===== src/rtl/sum_uart_pkg.sv =====
`default_nettype none
// ============================================================================
// Package     : sum_uart_pkg
// Description : Shared types and constants for the operand-sum UART sender:
//               serialiser state encoding, bits per byte, byte-count helper.
// Revision    : 1.0 - initial release
// ============================================================================
package sum_uart_pkg;

    // Serialiser states: start bit, eight data bits, stop bit
    typedef enum logic [1:0] {
        ST_IDLE  = 2'd0,
        ST_START = 2'd1,
        ST_DATA  = 2'd2,
        ST_STOP  = 2'd3
    } uart_state_e;

    localparam int BITS_PER_BYTE = 8;

    // Bytes needed to carry a DATA_W+1 bit result: ceil((DATA_W+1)/8)
    function automatic int nbytes(input int data_w);
        return (data_w + BITS_PER_BYTE) / BITS_PER_BYTE;
    endfunction

endpackage : sum_uart_pkg
`default_nettype wire


===== src/rtl/uart_tx_core.sv =====
`default_nettype none
// ============================================================================
// Module      : uart_tx_core
// Description : 8N1 serialiser. Accepts one byte per valid/ready handshake,
//               sends start, 8 data bits LSB first, stop, each CLK_DIV clocks.
//               A byte offered during the last stop cycle follows with no gap.
// Revision    : 1.0 - initial release
// ============================================================================
module uart_tx_core
    import sum_uart_pkg::*;
#(
    parameter int CLK_DIV = 868
) (
    input  logic       clk,
    input  logic       reset_n,
    input  logic [7:0] data_i,
    input  logic       valid_i,
    output logic       ready_o,
    output logic       tx_o,
    output logic       busy_o
);

    localparam int                 CNT_W    = $clog2(CLK_DIV);
    localparam logic [CNT_W-1:0]   CNT_LAST = CNT_W'(CLK_DIV - 1);
    localparam logic [2:0]         BIT_LAST = 3'(BITS_PER_BYTE - 1);

    uart_state_e      state_q;
    logic [CNT_W-1:0] cnt_q;
    logic [2:0]       bit_q;
    logic [7:0]       sh_q;
    logic             tx_q;
    logic             busy_q;
    logic             w_bit_end;

    assign w_bit_end = (cnt_q == CNT_LAST);

    // A new byte is taken when idle, or at the very end of a stop bit so the
    // next start bit follows without an idle gap.
    assign ready_o = (state_q == ST_IDLE) || ((state_q == ST_STOP) && w_bit_end);
    assign tx_o    = tx_q;
    assign busy_o  = busy_q;

    // Bit-timing FSM with registered line and busy outputs
    always_ff @(posedge clk or negedge reset_n) begin
        if (!reset_n) begin
            state_q <= ST_IDLE;
            cnt_q   <= '0;
            bit_q   <= '0;
            sh_q    <= '0;
            tx_q    <= 1'b1;
            busy_q  <= 1'b0;
        end else begin
            case (state_q)
                ST_IDLE: begin
                    cnt_q <= '0;
                    if (valid_i) begin
                        state_q <= ST_START;
                        sh_q    <= data_i;
                        tx_q    <= 1'b0;
                        busy_q  <= 1'b1;
                    end
                end
                ST_START: begin
                    if (w_bit_end) begin
                        state_q <= ST_DATA;
                        cnt_q   <= '0;
                        bit_q   <= '0;
                        tx_q    <= sh_q[0];
                        sh_q    <= sh_q >> 1;
                    end else begin
                        cnt_q <= cnt_q + CNT_W'(1);
                    end
                end
                ST_DATA: begin
                    if (w_bit_end) begin
                        cnt_q <= '0;
                        if (bit_q == BIT_LAST) begin
                            state_q <= ST_STOP;
                            tx_q    <= 1'b1;
                        end else begin
                            bit_q <= bit_q + 3'd1;
                            tx_q  <= sh_q[0];
                            sh_q  <= sh_q >> 1;
                        end
                    end else begin
                        cnt_q <= cnt_q + CNT_W'(1);
                    end
                end
                ST_STOP: begin
                    if (w_bit_end) begin
                        cnt_q <= '0;
                        if (valid_i) begin
                            state_q <= ST_START;
                            sh_q    <= data_i;
                            tx_q    <= 1'b0;
                        end else begin
                            state_q <= ST_IDLE;
                            busy_q  <= 1'b0;
                        end
                    end else begin
                        cnt_q <= cnt_q + CNT_W'(1);
                    end
                end
                default: begin
                    state_q <= ST_IDLE;
                    tx_q    <= 1'b1;
                    busy_q  <= 1'b0;
                end
            endcase
        end
    end

endmodule : uart_tx_core
`default_nettype wire


===== src/rtl/sum_uart_tx.sv =====
`default_nettype none
// ============================================================================
// Module      : sum_uart_tx
// Description : Latches operands A and B from asynchronous strobes, computes
//               A+B or A-B (DATA_W+1 bits) when B arrives while idle, and
//               sends the result LSB byte first over an 8N1 UART line.
// Revision    : 1.0 - initial release
// ============================================================================
module sum_uart_tx
    import sum_uart_pkg::*;
#(
    parameter int DATA_W  = 4,
    parameter int CLK_DIV = 868
) (
    input  logic              clk,
    input  logic              reset_n,
    input  logic              save_a_n,
    input  logic              save_b_n,
    input  logic [DATA_W-1:0] data_input,
    input  logic              mode,
    output logic              uart_tx,
    output logic              uart_tx_busy,
    output logic              drop
);

    localparam int RES_W  = DATA_W + 1;
    localparam int NBYTES = nbytes(DATA_W);
    localparam int SH_W   = NBYTES * BITS_PER_BYTE;
    localparam int LEFT_W = $clog2(NBYTES + 1);

    // [0] first sync flop, [1] second sync flop, [2] previous second-flop value
    logic [2:0]        a_sync_q;
    logic [2:0]        b_sync_q;
    logic [DATA_W-1:0] data_s1_q;
    logic [DATA_W-1:0] data_s2_q;
    // Fills with ones after reset; edges are only trusted once every
    // synchroniser stage holds a real sample, so a strobe already low at
    // reset release is not mistaken for a new falling edge.
    logic [2:0]        warm_q;

    logic [DATA_W-1:0] a_q;
    logic [DATA_W-1:0] b_q;
    logic [DATA_W-1:0] a_d;
    logic [DATA_W-1:0] b_d;

    logic [SH_W-1:0]   res_q;
    logic [LEFT_W-1:0] left_q;
    logic              trig_q;
    logic              vld_q;
    logic              drop_q;

    logic              w_a_ev;
    logic              w_b_ev;
    logic              w_block;
    logic              w_trig;
    logic              w_accept;
    logic              w_core_ready;
    logic [RES_W-1:0]  w_result;

    assign w_a_ev   = warm_q[2] & a_sync_q[2] & ~a_sync_q[1];
    assign w_b_ev   = warm_q[2] & b_sync_q[2] & ~b_sync_q[1];
    // A frame is in flight from the trigger until the last stop bit ends
    assign w_block  = uart_tx_busy | trig_q | vld_q;
    assign w_trig   = w_b_ev & ~w_block;
    assign w_accept = vld_q & w_core_ready;
    assign drop     = drop_q;

    // Two-flop synchronisers plus edge-history flop for strobes and data
    always_ff @(posedge clk or negedge reset_n) begin
        if (!reset_n) begin
            a_sync_q  <= 3'b111;
            b_sync_q  <= 3'b111;
            data_s1_q <= '0;
            data_s2_q <= '0;
            warm_q    <= '0;
        end else begin
            a_sync_q  <= {a_sync_q[1:0], save_a_n};
            b_sync_q  <= {b_sync_q[1:0], save_b_n};
            data_s1_q <= data_input;
            data_s2_q <= data_s1_q;
            warm_q    <= {warm_q[1:0], 1'b1};
        end
    end

    // Operand next values and result; a simultaneous trigger sees the new
    // operands so A and B strobed together are both used.
    always_comb begin
        a_d      = a_q;
        b_d      = b_q;
        w_result = '0;
        if (w_a_ev) a_d = data_s2_q;
        if (w_b_ev) b_d = data_s2_q;
        if (mode) w_result = {1'b0, a_d} - {1'b0, b_d};
        else      w_result = {1'b0, a_d} + {1'b0, b_d};
    end

    // Operand registers update on every strobe event, busy or not
    always_ff @(posedge clk or negedge reset_n) begin
        if (!reset_n) begin
            a_q <= '0;
            b_q <= '0;
        end else begin
            a_q <= a_d;
            b_q <= b_d;
        end
    end

    // Result capture and byte sequencing toward the serialiser
    always_ff @(posedge clk or negedge reset_n) begin
        if (!reset_n) begin
            res_q  <= '0;
            left_q <= '0;
            trig_q <= 1'b0;
            vld_q  <= 1'b0;
            drop_q <= 1'b0;
        end else begin
            trig_q <= w_trig;
            drop_q <= w_b_ev & w_block;
            if (w_trig) begin
                res_q  <= SH_W'(w_result);
                left_q <= LEFT_W'(NBYTES);
            end else if (w_accept) begin
                res_q  <= res_q >> BITS_PER_BYTE;
                left_q <= left_q - LEFT_W'(1);
                vld_q  <= (left_q > LEFT_W'(1));
            end
            // One stage between capture and offer aligns the first start bit
            // four clocks after the strobe is first sampled low.
            if (trig_q) vld_q <= 1'b1;
        end
    end

    uart_tx_core #(
        .CLK_DIV (CLK_DIV)
    ) u_core (
        .clk     (clk),
        .reset_n (reset_n),
        .data_i  (res_q[7:0]),
        .valid_i (vld_q),
        .ready_o (w_core_ready),
        .tx_o    (uart_tx),
        .busy_o  (uart_tx_busy)
    );

endmodule : sum_uart_tx
`default_nettype wire

===== config.mk =====
export PLATFORM = sky130hd
export DESIGN_NAME = sum_uart_tx
export DESIGN_NICKNAME = d
export VERILOG_FILES = /design/src/rtl/sum_uart_pkg.sv /design/src/rtl/uart_tx_core.sv /design/src/rtl/sum_uart_tx.sv
export SDC_FILE = /design/constraint.sdc
export NUM_CORES = 1
export LEC_CHECK = 0
export CAP_MARGIN = 10
export CORE_ASPECT_RATIO = 2
export CORE_MARGIN = 8
export CORE_UTILIZATION = 60
export CTS_CLUSTER_SIZE = 28
export DETAILED_ROUTE_END_ITERATION = 12
export GPL_ROUTABILITY_DRIVEN = 0
export PLACE_DENSITY_LB_ADDON = 0.25
export RECOVER_POWER = 25
export SETUP_SLACK_MARGIN = 0.4
export SYNTH_ARGS = -nofsm -noshare
export SYNTH_HDL_FRONTEND = slang
export SYNTH_HIERARCHICAL = 1
export SYNTH_SLANG_ARGS = --single-unit

===== constraint.sdc =====
create_clock -name clk -period 3 [get_ports clk]
set_input_delay 0.45 -clock clk [delete_from_list [all_inputs] [get_ports clk]]
set_output_delay 0.45 -clock clk [all_outputs]
set_load 0.1 [all_outputs]

==> metrics.csv, run 1 <==
stage;metric;value;unit
status;outcome;finished clean;
detailed_routing;drc;0;
timing;finalClockSkew;0.00639;ns
yosys;synth_fa_ha_area_share;5.90;%
detailed_routing;wl_per_cell;16.0;um
power_and_ir_drop;leakage;1.44;nW
grt;grt_pass1_wl;8200;um
final_layout;syn_to_final_growth;14.5;%
setup_path;cp_cell_sequence;nand3b_4 -> mux2i_4 -> nor2_1 -> xnor2_2 -> fa_1 -> nand2_1 -> nand2_1 -> a21oi_1 -> xnor2_1 -> o21ai_1;
grt;met3_usage;3.74;%
setup_path;cp-start-kind;flip-flop;
final_layout;fin_nets;265;
grt;grt_max_degree;51;
setup_path;slowest_stage;dfstp_2;
grt;antenna_found_initial;0;
timing;fin_tns_setup;0;ns
final_layout;diodes;0;
place;dp_hpwl;3410;um
yosys;ys_seq_area_share;54.6;%
yosys;synth-simple-area-share;11.6;%
timing;rsz0062_at_grt;no;
timing;hold_viol_final;0;
setup_path;crit_arrival;2.61;ns
yosys;synth_ff_type;dfrtp_1;
yosys;synth-warning-count;6;
timing;setup_viol;0;
power_and_ir_drop;power.density;953;nW/um^2
detailed_routing;drtPass1Iterations;4;
timing;slew_headroom;12.5;%
clocking;htreeDepth;3;
yosys;synth_area_per_cell;11.9;um^2
setup_path;critPathMaxFanout;7;
clocking;cts_buffers;9;
grt;track_usage;15.4;%
timing;fin_crit;2.40;ns
grt;busiest_layer;met2;
clocking;clkTransAtPathRegs;0.07;ns
detailed_routing;vias;1732;
clocking;clk_path_buf_depth;2;
clocking;insertion_delay;0.34;ns
setup_path;critical_path_buf_inv_count;0;
detailed_routing;vias_per_cell;5.72;
grt;use_met1;13.9;%
floorplan;start_util;62.2;%
timing;tightest_slew;1.31;ns
final_layout;drive_above_1_share;22.1;%
floorplan;core_area;4300;um^2
yosys;synth-seq-cells;58;
yosys;synth_edf_count;0;
yosys;synth_top_family_by_area;simple AND/OR/NAND/NOR gates;
floorplan;rows;34;
setup_path;cpMostUsedCell;nand2_1;
clocking;hold_buffers;0;
place;numPortBuffers;11;
detailed_routing;postRouteAntennaNets;0;
timing;max_freq;416;MHz
floorplan;die_h;110;um
clocking;root_buffer;clkbuf_8;
job;cap_violations;0;
floorplan;die_area;6980;um^2
yosys;synth_area;2670;um^2
detailed_routing;drt_iter0_drc;96;
yosys;synthMuxAreaShare;11.3;%
detailed_routing;wirelength;4860;um
final_layout;post-route-cell-area;3060;um^2
timing;slew_viol_final;0;
min_path;holdCritPathClass;reg -> reg;
place;dpl_cell_area;2820;um^2
final_layout;fillers;313;
yosys;synthCells;224;
yosys;synth_xor_xnor_area_share;4.59;%
setup_path;endpoint_kind;flip-flop;
yosys;synth_cell_type_count;46;
setup_path;critical-path-top-delay-family;flip-flops;
yosys;synth_compound_area_share;8.19;%
setup_path;crit_type;reg -> reg;
setup_path;critPathRequiredTime;3.21;ns
power_and_ir_drop;peakVddDrop;669;uV
grt;overflow;0;
yosys;ys_async_sr_fraction;100;%
clocking;cts.sinks;58;
clocking;cts_tree;yes;
grt;use_met2;27.8;%
grt;grt_pass1_vias;1811;
timing;min_period_over_period;80.1;%
floorplan;die_w;63.2;um
floorplan;ioPinCount;12;
setup_path;critPathMaxStageDelay;0.52;ns
[synthesized netlist by cell type, types with 2 or more instances]
cell	n	area, um^2
o21ai_0	7	35.0
o311ai_0	3	26.3
nand2b_1	2	12.5
dfstp_2	7	184
buf_6	2	22.5
nor3_1	3	15.0
dfrtp_1	51	1280
xnor2_1	8	70.1
a21oi_1	7	35.0
conb_1	2	7.51
a211o_1	2	17.5
nand2_1	13	48.8
nor2_1	17	63.8
mux2_2	20	225
mux2i_1	4	40.0
xor2_1	6	52.6
and3_1	2	12.5
nand3_1	12	60.1
clkbuf_1	4	15.0
inv_2	2	7.51
o21ai_1	3	15.0
ha_1	11	138
inv_1	13	48.8
[sequential cells by signal, summed over array words and instances (netlist names), 4 cells and up]
signal,cells
res_q,5
data_s2_q,4
data_s1_q,4
u_core/sh_q,8
a_q,4
b_q,4
u_core/cnt_q,10
[cells by family (layout without fill, tap and decap cells)]
kind of cell | after synthesis | count (layout)
xor+xnor | 14 | 14
simple gates | 60 | 60
other cells | 2 | 4
compound gates | 31 | 31
flops | 58 | 58
mux | 26 | 26
fa+ha+maj | 12 | 12
buf+inv | 21 | 44
[placed cells by master, fill, tap and decap left out, types with 7 or more instances in the layout]
| master | instances |
|---|---|
| clkdlybuf4s50_1 | 7 |
| nand2_1 | 13 |
| nor2_1 | 17 |
| dfstp_2 | 7 |
| dfrtp_1 | 51 |
| mux2_2 | 20 |
| a21oi_1 | 7 |
| inv_1 | 13 |
| o21ai_0 | 7 |
| nand3_1 | 12 |
| xnor2_1 | 7 |
| clkbuf_8 | 10 |
| ha_1 | 11 |
[worst reg2reg max path, stage by stage, from the launching register on]
cell	delay [ns]
dfstp_2	0.52
nand3b_4	0.19
mux2i_4	0.34
nor2_1	0.12
xnor2_2	0.16
fa_1	0.44
nand2_1	0.09
nand2_1	0.05
a21oi_1	0.16
xnor2_1	0.14
o21ai_1	0.07
[what timing repair did]
action	CTS	global route
buffers inserted	0	0
gates resized for setup	0	1
hold endpoints to repair	0	0
setup endpoints to repair	0	1
[cell type report]
class | count | area, um^2 | area share [%]
clock buffers | 11 | 141 | 4.62
multi-input cells | 147 | 1130 | 37.0
well taps | 54 | 67.6 | 2.21
inverters | 15 | 56.3 | 1.84
repair buffers | 13 | 124 | 4.05
flip-flops and latches | 58 | 1460 | 47.7
clock inverters | 5 | 77.6 | 2.53
[metal layers]
layer | vias up | share of wire, % | wire [um]
met5 | - | 0 | 0
met4 | 0 | 5.6 | 271
met3 | 19 | 2.8 | 135
met2 | 33 | 55 | 2680
met1 | 866 | 37 | 1770
li1 | 814 | - | -
[metrics by stage]
stage	std cells	hold slack (ns)	util, %	total power, W	setup WS (ns)
2_1_floorplan	226	0.154	-	0.00191	0.750
3_3_place_gp	286	0.333	65.5	0.00208	0.660
3_5_place_dp	286	0.337	65.5	0.00212	0.618
4_1_cts	302	0.342	70.6	0.00293	0.562
5_1_grt	303	0.356	71.2	0.00308	0.441
6_report	303	0.350	71.2	0.00292	0.596
[where the power goes]
| part | leakage (nW) | total (W) | switching (W) | internal (W) |
|---|---|---|---|---|
| Sequential | 0.717 | 0.00108 | 0.000125 | 0.000956 |
| Clock | 0.109 | 0.000789 | 0.000302 | 0.000487 |
| Combinational | 0.615 | 0.00105 | 0.000564 | 0.000485 |
[worst paths after layout]
check                                   from         endpoint  slack [ns]  depth (start not counted)
min in group asynchronous            reset_n  u_core/cnt_q[7]        0.39                          1
max in group asynchronous            reset_n         res_q[0]        1.66                          3
worst min-delay path            data_s1_q[1]     data_s2_q[1]        0.35                          0
worst max-delay path             b_sync_q[1]         res_q[4]        0.60                         10
worst min register to register  data_s1_q[1]     data_s2_q[1]        0.35                          0
worst max register to register   b_sync_q[1]         res_q[4]        0.60                         10
(Power assumes the default switching activity.)
==> inputs of run 2 (changes only) <==
CORE_UTILIZATION = 54   (was 60)
clock period = 2.2 ns   (was 3 ns; I/O delays follow)
==> metrics.csv, run 2 (same netlist as run 1, synthesis figures left out) <==
stage;metric;value;unit
final_layout;post-route-cell-area;3370;um^2
power_and_ir_drop;pwr-share-comb;44.9;%
grt;antenna_found_initial;0;
final_layout;fin_cells;331;
power_and_ir_drop;power.share.sequential;34.9;%
final_layout;syn_to_final_growth;26.0;%
detailed_routing;drc;0;
grt;use_met2;27.3;%
final_layout;regMostFlops;u_core/cnt_q;
detailed_routing;wl_per_cell;15.9;um
final_layout;diodes;0;
clocking;cts.sinks;58;
setup_path;endpoint_kind;flip-flop;
clocking;root_buffer;clkbuf_8;
floorplan;die_w;65.7;um
final_layout;largest_reg_flops;10;
clocking;clk_path_buf_depth;2;
power_and_ir_drop;switching_share;35.4;%
clocking;clkTransAtPathRegs;0.06;ns
detailed_routing;vias_per_cell;5.42;
power_and_ir_drop;peakVddDrop;822;uV
timing;tightest_slew;1.32;ns
floorplan;core_area;4820;um^2
timing;finalClockSkew;0.00946;ns
power_and_ir_drop;clockPowerShare;20.2;%
clocking;cts_tree;yes;
floorplan;rows;36;
status;outcome;finished with violations;
grt;busiest_layer;met2;
place;dpl_cell_area;2970;um^2
place;dp.cells;302;
final_layout;largest_registers;u_core/cnt_q (10), u_core/sh_q (8), res_q (5);
setup_path;crit_arrival;2.48;ns
power_and_ir_drop;switchingPower;0.00151;W
clocking;cts_buffers;9;
final_layout;drive_above_1_share;37.2;%
setup_path;cp-start-kind;flip-flop;
timing;fin_tns_setup;-0.142;ns
detailed_routing;drtPass1Iterations;4;
place;numPortBuffers;11;
timing;setup_viol;2;
status;violations;negative setup slack;
power_and_ir_drop;p_int;0.00276;W
timing;rsz0062_at_grt;yes;
min_path;holdCritPathClass;reg -> reg;
timing;min_period_over_period;103;%
detailed_routing;vias;1795;
grt;met3_usage;4.94;%
power_and_ir_drop;leakage;1.56;nW
floorplan;die_h;115;um
floorplan;ioPinCount;12;
detailed_routing;wirelength;5280;um
floorplan;die_area;7590;um^2
grt;use_met1;15.5;%
grt;track_usage;15.5;%
timing;slew_viol_final;0;
job;cap_violations;0;
setup_path;critPathMaxFanout;5;
timing;slew_headroom;11.7;%
final_layout;final_common_cell;dfrtp_1;
timing;setup_slack;-0.0722;ns
clocking;htreeDepth;3;
timing;max_freq;440;MHz
final_layout;fin_nets;290;
place;dp_hpwl;3330;um
grt;overflow;0;
floorplan;start_util;55.5;%
grt;grt_max_degree;33;
final_layout;final_cell_mix;dfrtp_1 (49), buf_4 (25), nor2_1 (15);
detailed_routing;postRouteAntennaNets;0;
timing;fin_crit;2.27;ns
timing;hold_viol_final;0;
grt;grt_pass1_wl;8930;um
setup_path;crit_type;reg -> reg;
setup_path;critPathRequiredTime;2.41;ns
detailed_routing;drt_iter0_drc;82;
power_and_ir_drop;power;0.00427;W
place;pre_cts_slack;-0.0845;ns
clocking;insertion_delay;0.34;ns
power_and_ir_drop;power.density;1270;nW/um^2
grt;grt_pass1_vias;1954;
run 2: changes by cell type in the layout (fill, tap and decap cells not counted), moves of 6 or more:
cell / previous run / this run
buf_4: 4 / 25
ha_1: 11 / 5
mux2_4: 1 / 9
dlygate4sd3_1: 0 / 7
mux2_2: 20 / 12
clkdlybuf4s50_1: 7 / 1
run 2: path summary, 6_finish.rpt:
kind / start / cells after the start / slack (ns) / endpoint
hold / removal: data_s1_q[0] / 0 / 0.35 / data_s2_q[0]
max in group asynchronous: reset_n / 3 / 0.39 / u_core/state_q[1]
setup / recovery: b_sync_q[1] / 10 / -0.07 / res_q[4]
setup reg to reg: b_sync_q[1] / 10 / -0.07 / res_q[4]
min in group asynchronous: reset_n / 3 / 0.57 / u_core/bit_q[0]
hold reg to reg: data_s1_q[0] / 0 / 0.35 / data_s2_q[0]
run 2: per-layer routing:
layer,part of all wire [%],vias to the layer above,routed length (um)
li1,-,856,-
met1,38,891,1980
met2,56,31,2950
met3,3.5,17,186
met4,3.0,0,157
met5,0,-,0
run 2: final cells by class:
cell class | instances | area (um^2)
flip-flops and latches | 58 | 1460
fillers | 334 | 1450
multi-input cells | 147 | 1300
repair buffers | 38 | 305
clock buffers | 13 | 159
well taps | 57 | 71.3
inverters | 15 | 56.3
clock inverters | 3 | 15.0
run 2: per-stage QoR:
step | utilization, % | hold WS (ns)
6_report | 69.9 | 0.349
3_3_place_gp | 61.7 | 0.335
3_5_place_dp | 61.7 | 0.336
2_1_floorplan | - | 0.0344
4_1_cts | 68.3 | 0.350
5_1_grt | 69.9 | 0.351
run 2: worst max-delay path: stages (launching register included):
cell,delay [ns]
dfstp_2,0.52
nand3b_4,0.18
mux2i_2,0.25
inv_1,0.12
xnor2_2,0.18
fa_2,0.36
nand2_1,0.10
nand2_1,0.08
a21oi_2,0.16
xnor2_1,0.13
o21ai_1,0.07
run 2: what timing repair did:
action	in CTS	in global routing
pin swaps	7	7
endpoints found under the hold margin	20	0
setup buffers	9	3
resized for setup	16	13
endpoints found under the setup margin	14	15
hold buffers	1	0
run 2: power by group through the flow:
| stage | Combinational [W] | Sequential (W) | Clock (W) |
|---|---|---|---|
| after detailed placement | 0.00166 | 0.00149 | 0 |
| final | 0.00192 | 0.00149 | 0.000863 |
| after CTS | 0.00185 | 0.00148 | 0.000887 |
| after floorplan | 0.00125 | 0.00152 | 0 |
| after global routing | 0.00208 | 0.00152 | 0.000938 |
| after global placement | 0.00161 | 0.00148 | 0 |
==> RTL change (settings of run 1) <==
Register the inputs `save_a_n`, `save_b_n`, `data_input` and `mode` before use, without a reset. The logic sees them one clock later.
--- a/src/rtl/sum_uart_tx.sv
+++ b/src/rtl/sum_uart_tx.sv
@@ -27,6 +27,18 @@
     localparam int NBYTES = nbytes(DATA_W);
     localparam int SH_W   = NBYTES * BITS_PER_BYTE;
     localparam int LEFT_W = $clog2(NBYTES + 1);
+
+    logic save_a_n_q;
+    logic save_b_n_q;
+    logic [DATA_W-1:0] data_input_q;
+    logic mode_q;
+
+    always_ff @(posedge clk) begin
+        save_a_n_q   <= save_a_n;
+        save_b_n_q   <= save_b_n;
+        data_input_q <= data_input;
+        mode_q       <= mode;
+    end
 
     // [0] first sync flop, [1] second sync flop, [2] previous second-flop value
     logic [2:0]        a_sync_q;
@@ -74,9 +86,9 @@
             data_s2_q <= '0;
             warm_q    <= '0;
         end else begin
-            a_sync_q  <= {a_sync_q[1:0], save_a_n};
-            b_sync_q  <= {b_sync_q[1:0], save_b_n};
-            data_s1_q <= data_input;
+            a_sync_q  <= {a_sync_q[1:0], save_a_n_q};
+            b_sync_q  <= {b_sync_q[1:0], save_b_n_q};
+            data_s1_q <= data_input_q;
             data_s2_q <= data_s1_q;
             warm_q    <= {warm_q[1:0], 1'b1};
         end
@@ -90,7 +102,7 @@
         w_result = '0;
         if (w_a_ev) a_d = data_s2_q;
         if (w_b_ev) b_d = data_s2_q;
-        if (mode) w_result = {1'b0, a_d} - {1'b0, b_d};
+        if (mode_q) w_result = {1'b0, a_d} - {1'b0, b_d};
         else      w_result = {1'b0, a_d} + {1'b0, b_d};
     end
 
Function: changed (Yosys sat finds a counterexample within 10 cycles, from zero or initial values and one cycle with reset_n low).
==> RTL change against run 1 <==
- clock skew up 0.0041 ns
- non-clock buffer count down 1
- critical path type unchanged
- setup slack worse by 0.022 ns
- power up 4.9%
- synthesized area up 5.3%
- count of clock-buffer cells in the layout down 1
- design area up 4.5%
- routed wire length down 3.6%
- sequential cell count up 7
- critical endpoint is now res_q[3]
- sequential share of layout area up 2.3 points
==> RTL change: results (changes against run 1) <==
- Final worst clock skew: 0.01053 ns (was 0.006394 ns)
- DRT met1 WL: 1817 um (was 1774 um)
- Half-perimeter wire length after detailed placement: 3361 um (was 3414 um)
- Wire length of the first global-routing pass: 7948 um (was 8197 um)
- Port buffer count: 11 (unchanged)
- Internal reg-to-reg setup slack: 0.57 ns (was 0.60 ns)
- Cell types with the highest counts after synthesis: 51 x sky130_fd_sc_hd__dfrtp_1, 20 x sky130_fd_sc_hd__mux2_2, 16 x sky130_fd_sc_hd__nor2_1 (was 51 x sky130_fd_sc_hd__dfrtp_1, 20 x sky130_fd_sc_hd__mux2_2, 17 x sky130_fd_sc_hd__nor2_1)
- Routed vias: 1,686 (was 1,732)
- Amount of wire on met3 after detailed routing: 142 um (was 135 um)
- Post-layout nets: 272 (was 265)
- Cell types with the largest area share after synthesis: sky130_fd_sc_hd__dfrtp_1 45%, sky130_fd_sc_hd__mux2_2 8.0%, sky130_fd_sc_hd__dfstp_2 6.5% (was sky130_fd_sc_hd__dfrtp_1 48%, sky130_fd_sc_hd__mux2_2 8.4%, sky130_fd_sc_hd__dfstp_2 6.9%)
- Pin count of the biggest net entering global routing: 59 (was 51)
- Peak fanout along the critical path: 7 (unchanged)
- Count of inserted antenna diode cells: 0 (unchanged)
- Pre-CTS setup slack: 0.5775 ns (was 0.6179 ns)
- Post-DR wirelength/cell: 15.06 um (was 16.03 um)
- Dominant register cell in the synthesized netlist: sky130_fd_sc_hd__dfrtp_1 (unchanged)
- Worst supply voltage drop on vdd: 0.0007069 V (was 0.0006689 V)
- Portion of the post-synthesis area used by sequential elements: 56.84% (was 54.63%)
- Vias in the first global route: 1,773 (was 1,811)
- First DRT Iteration DRCs: 56 (was 96)
- Run status: complete, no violations (unchanged)
- Global-route usage over all layers: 14.28% (was 15.38%)
- Rel. slew slack: 8.653% (was 12.54%)
- Crit path arrival time: 2.62 ns (was 2.61 ns)
- Distinct cell type count of the synthesized netlist: 50 (was 46)
- Proportion of layout cells with a drive suffix above 1: 21.48% (was 22.09%)
- Reported leakage power: 1.507 nW (was 1.441 nW)
- Clock insertion delay at the later pin of the skew report: 0.34 ns (about the same)
- Length of routed met2 wiring: 2583 um (was 2676 um)
- Antenna violations before repair: 0 (unchanged)
- Maximum cell stage delay along the critical path: about 0.53 ns
- FFs w/ async S/R, synth: 89.23% (was 100.0%)
- Maximum clock rate: 412.2 MHz (was 416.0 MHz)
- Max Used Layer: met4 (unchanged)
==> RTL change: cell type report <==
class                      instances  area [um^2]
clock buffer                      10        127.6
clock inverter                     6        116.4
fill                             350         1355
inverter                          14        52.55
multi-input combinational        149         1131
sequential                        65         1600
tap                               55        68.82
timing repair buffer              12        102.6
==> RTL change: per-stage QoR <==
stage | util, % | power, mW | hold WS [ns] | std cells | cell area (um^2)
5_1_grt | 70.25 | 3.231 | 0.3096 | 311 | 3199
4_1_cts | 70.30 | 3.091 | 0.2652 | 311 | 3202
6_report | 70.25 | 3.061 | 0.2971 | 311 | 3199
3_5_place_dp | 64.95 | 2.197 | 0.2885 | 295 | 2958
2_1_floorplan | - | 1.985 | 0.1544 | 234 | 2823
3_3_place_gp | 64.95 | 2.164 | 0.2846 | 295 | 2958
==> RTL change: power breakdown <==
part           leakage (nW)  switching, mW  internal, mW  total (mW)
Clock                 0.121          0.332         0.556       0.888
Sequential            0.776          0.122          1.05        1.17
Combinational         0.610          0.536         0.468        1.00
Total                  1.51          0.990          2.07        3.06
==> RTL change: cell families after synthesis <==
group / share of synthesized area [%]
mux: 10.76
simple gates: 11.38
other cells: 0.2668
compound gates: 7.556
flops: 56.84
fa+ha+maj: 5.600
buf+inv: 3.244
xor+xnor: 4.356
==> RTL change: worst register-to-register path: cells and delay by family (launching register included) <==
kind | cells | cell delay, ns
DFF | 1 | 0.53
muxes | 2 | 0.53
AOI/OAI and AO/OA | 3 | 0.41
and+or+nand+nor | 2 | 0.28
adders and majority gates | 1 | 0.28
xor gates and xnor gates | 1 | 0.25
==> RTL change: layer usage <==
layer,track usage [%],vias up
li1,-,829
met1,14.22,828
met2,24.37,19
met3,4.352,10
met4,9.677,0
met5,0,-
==> RTL change: path summary, 6_finish.rpt <==
kind                       depth (start not counted)               to         from
setup / recovery                                   9         res_q[3]  b_sync_q[1]
hold / removal                                     0      a_sync_q[0]   save_a_n_q
setup reg to reg                                   9         res_q[3]  b_sync_q[1]
hold reg to reg                                    0      a_sync_q[0]   save_a_n_q
max in group asynchronous                          2         res_q[2]      reset_n
min in group asynchronous                          2  u_core/cnt_q[5]      reset_n
